==> src/rtl/oam_dma.sv <==
// Sprite DMA: a $4014 write halts the CPU and copies one 256-byte page to OAMDATA,
// keeping get/put parity so every read lands on a get cycle.
module oam_dma #(
    parameter logic [15:0] OAMDATA_ADDR = 16'h2004,
    parameter int unsigned TRANSFER_LEN = 256
) (
    input  logic        i_clk,
    input  logic        i_reset_n,
    input  logic        i_cs_n,
    input  logic        i_rw,
    input  logic [7:0]  i_data,
    input  logic        i_cpu_rw,
    output logic        o_rdy,
    output logic        o_bus_en,
    output logic [15:0] o_address,
    output logic        o_rw,
    output logic [7:0]  o_data,
    input  logic [7:0]  i_mem_data,
    output logic        o_busy
);

    typedef enum logic [2:0] {
        IDLE,
        HALT,
        ALIGN,
        READ,
        WRITE
    } state_e;

    localparam logic [7:0] LAST_INDEX = 8'(TRANSFER_LEN - 1);

    state_e     state_q, state_d;
    logic [7:0] page_q, page_d;
    logic [7:0] index_q, index_d;
    logic [7:0] byte_q, byte_d;
    logic       r_put_q;

    always_ff @(negedge i_clk or negedge i_reset_n) begin
        if (!i_reset_n) begin
            state_q <= IDLE;
            page_q  <= '0;
            index_q <= '0;
            byte_q  <= '0;
            r_put_q <= 1'b0;
        end else begin
            state_q <= state_d;
            page_q  <= page_d;
            index_q <= index_d;
            byte_q  <= byte_d;
            r_put_q <= ~r_put_q;
        end
    end

    // Outputs decode from state and registers only, never from i_mem_data.
    always_comb begin
        state_d   = state_q;
        page_d    = page_q;
        index_d   = index_q;
        byte_d    = byte_q;
        o_rdy     = 1'b0;
        o_bus_en  = 1'b0;
        o_address = '0;
        o_rw      = 1'b1;
        o_data    = '0;
        o_busy    = 1'b1;
        case (state_q)
            IDLE: begin
                o_rdy  = 1'b1;
                o_busy = 1'b0;
                if (!i_cs_n && !i_rw) begin
                    page_d  = i_data;
                    index_d = '0;
                    state_d = HALT;
                end
            end
            HALT: begin
                // A CPU still writing ignores RDY, so wait until it reaches a read.
                if (i_cpu_rw) begin
                    state_d = r_put_q ? READ : ALIGN;
                end
            end
            ALIGN: begin
                state_d = READ;
            end
            READ: begin
                o_bus_en  = 1'b1;
                o_address = {page_q, index_q};
                byte_d    = i_mem_data;
                state_d   = WRITE;
            end
            WRITE: begin
                o_bus_en  = 1'b1;
                o_rw      = 1'b0;
                o_address = OAMDATA_ADDR;
                o_data    = byte_q;
                if (index_q == LAST_INDEX) begin
                    state_d = IDLE;
                end else begin
                    index_d = index_q + 8'd1;
                    state_d = READ;
                end
            end
            default: begin
                state_d = IDLE;
            end
        endcase
    end

endmodule

==> config.mk <==
export PLATFORM = sky130hd
export DESIGN_NAME = oam_dma
export DESIGN_NICKNAME = d
export VERILOG_FILES = /design/src/rtl/oam_dma.sv
export SDC_FILE = /design/constraint.sdc
export NUM_CORES = 1
export LEC_CHECK = 0
export ABC_AREA = 1
export BUFFER_PORTS_ARGS = -buffer_cell sky130_fd_sc_hd__buf_2
export CAP_MARGIN = 20
export CELL_PAD_IN_SITES_DETAIL_PLACEMENT = 1
export CELL_PAD_IN_SITES_GLOBAL_PLACEMENT = 1
export CORE_AREA = 2 2 69 71
export DETAILED_ROUTE_END_ITERATION = 10
export DIE_AREA = 0 0 71 73
export PLACE_DENSITY_LB_ADDON = 0.1
export SYNTH_ARGS = -nofsm -noshare
export SYNTH_HDL_FRONTEND = slang
export SYNTH_SLANG_ARGS = --single-unit
==> constraint.sdc <==
create_clock -name i_clk -period 1.8 [get_ports i_clk]
set_input_delay 0.18 -clock i_clk [delete_from_list [all_inputs] [get_ports i_clk]]
set_output_delay 0.18 -clock i_clk [all_outputs]
set_load 0.03 [all_outputs]
==> summary.md <==
| Metric | Value |
|---|---|
| Critical path capture point type | output pin |
| Post-route insts no fill | 330 |
| Grt ovf | 0 |
| Starting Density | about a third |
| Vias | 1484 |
| Final setup violation count | 28 |
| DRC viols | 0 |
| Library cells used by synthesis | 20 |
| Initial drt markers | 51 |
| Failing checks | setup timing |
| Port Buffers | 48 |
| Die Span Y | about 73 um |
| Syn nets | 215 |
| #FFs+latches synth | 28 |
| Vias per cell | 4.497 |
| Synth-to-Final Area Change | 69.88% |
| Crit path largest cell delay | around 0.44 ns |
| CP max FO | 5 |
| Post-DRT Antenna Nets | 0 |
| Area after DPL | 2131 um2 |
| Slew @ Worst Pin | roughly 0.22 ns |
| Static Leak | ~1.2 nW |
| Io pins | 49 |
| # fillers | 542 |
| First-pass GRT wire length | 6.941 mm |
| Critical path required time | 1.62 ns |
| Final WS setup | -0.6633 ns |
| Gr usage total | 16.81% |
| DR WL/cell | 12.11 um |
| First drt pass iteration count | 2 |
| Warnings, synthesis | 0 |
| Post-Syn Area | approximately 1400 um2 |
| Hold crit path type | flip-flop to flip-flop |
| CP max stage cell | dfrtn_1 |
| Worst Setup Slack post-DPL | -0.4907 ns |
| Crit-path leading delay family | buffers and inverters |
| Clk root buf | clkbuf_8 |
| R2r setup slk | about 0.19 ns |
| Core Region | 4536 um2 |
| Outcome | complete, but fails checks |
| Unrepaired setup endpoints after global routing | true |
| Worst-path clk slew | approximately 0.070 ns |
| CP Cell Sequence | buf_6 > nand3_4 > buf_8 > inv_4 > nand2_2 > nand2_2 > buf_6 |
| Die X-Extent | 71 um |
| Synth Instances | 193 |
| Post-Syn Area per Cell | around 7.5 um2 |
| Worst IR drop on VDD | 0.7503 mV |
| Most common cell after layout, fill and taps aside | nand2_1 |
| # diodes | 0 |
| Rows | 25 |
| Final Hold Vio Count | 0 |
| Sequential area share after synthesis | between 40% and 50% |
| Kind of critical path | flip-flop to output pin |
| Vias in the first global route | 1535 |
| Initial antenna violation count | 0 |
| Worst-case clock buffer depth | 2 |
| Hpwl dp | 2.971 mm |
| Sum of buffers and inverters on the critical path | 4 |
| Share of cells above drive strength 1 | 46.01% |
| Max_slew headroom | 85.60% |
| H-Tree Level Count | 1 |
| Total Power | 3.729 mW |
| Final Util | 53.99% |
| Crit path launch type | flip-flop |
| Commonest non-fill, non-tap cells in the layout | nand2_1 (35), buf_4 (33), inv_1 (30), dfrtn_1 (28), buf_6 (25) |
| Hold-fix buffers at CTS | 0 |
| GPL Wtd Cong | 0.7129 |
| Inst Count DP | between 300 and 400 |
| Clock latency on the worst-skew pair | 0.29 ns |
| Design area | 2449 um2 |
| Max cap viols | 0 |
| CTS tree | done |
| Cell area power density | between 1500 and 2000 nW/um2 |
| Final Skew | 0.006169 ns |
| Die Area | 5183 um2 |
| Final #Nets | 299 |
| Clk sink count | 28 |
| Final WL | approximately 4 mm |
| Max-slew violation count | 0 |
| Pin count of the biggest net entering global routing | 29 |
| CTS buffer count | 3 |
| Worst Path Arrival | between 2 and 2.5 ns |
synthesized netlist by cell type (all sizes together):
master	n	area [um2]
nor2	43	176.4
nand2	41	166.4
inv	36	135.1
dfrtn	28	700.7
o21ai	17	85.08
nand3	12	65.06
a21oi	7	38.79
buf	4	32.53
nand4	2	12.51
ha	1	12.51
nand3b	1	7.510
xor2	1	8.760
repair_timing:
item / CTS / global route
gates resized for setup: 60 / 11
pin swaps: 1 / 3
setup buffers: 2 / 0
endpoints found under the hold margin: 0 / 0
endpoints found under the setup margin: 28 / 28
registers in the layout (all words and copies together) (netlist names):
signal,count
byte_q,8
state_q,3
r_put_q,1
index_q,8
page_q,8
final cells by class:
type	count	area [um2]	share of cell area [%]
clock buffer	3	41.29	1.686
clock inverter	1	30.03	1.226
inverter	36	145.1	5.927
multi-input combinational	125	754.5	30.81
sequential	28	700.7	28.62
tap	54	67.56	2.759
timing repair buffer	83	709.4	28.97
final timing paths:
check	to	startpoint	depth (start not counted)
setup / recovery	o_address[13]	state_q[1]	7
hold / removal	r_put_q	r_put_q	1
setup reg to reg	state_q[1]	index_q[0]	9
hold reg to reg	r_put_q	r_put_q	1
max in group asynchronous	byte_q[4]	i_reset_n	2
min in group asynchronous	index_q[7]	i_reset_n	2
through the flow:
| step | setup TNS [ns] | hold slack (ns) |
|---|---|---|
| 2_1_floorplan | -9.540 | 0.2911 |
| 3_3_place_gp | -12.60 | 0.3064 |
| 3_5_place_dp | -13.03 | 0.3139 |
| 4_1_cts | -17.04 | 0.3164 |
| 5_1_grt | -19.24 | 0.3354 |
| 6_report | -16.80 | 0.3150 |
routing by layer:
| layer | global-route usage, % | vias to the layer above | share of wire (%) |
|---|---|---|---|
| li1 | - | 752 | - |
| met4 | 3.774 | 0 | 1.3 |
| met1 | 20.55 | 697 | 42 |
| met2 | 30.22 | 29 | 52 |
| met3 | 3.867 | 6 | 3.8 |
| met5 | 0 | - | 0 |
cells by family after synthesis:
group,share of synthesized area [%]
buffers and inverters,11.63
AO/OA/AOI/OAI,8.594
adder cells (fa/ha/maj),0.8679
AND/OR/NAND/NOR,29.69
flip-flops,48.61
XOR/XNOR,0.6077
worst reg2reg max path: stages, from the launching register on:
cell and delay (ns):
dfrtn_1 0.43, buf_4 0.12, ha_1 0.16, nand2_1 0.09, nor2_1 0.12, nand2_1 0.08, nand2_2 0.10, inv_1 0.13
nor2_1 0.15, nor2_1 0.07
report_power, final:
group	switching [mW]	internal, mW
clock network	0.213	0.298
registers	0.104	0.913
logic	1.26	0.936
total	1.58	2.15
No activity file was read; power rests on OpenSTA's default activity.
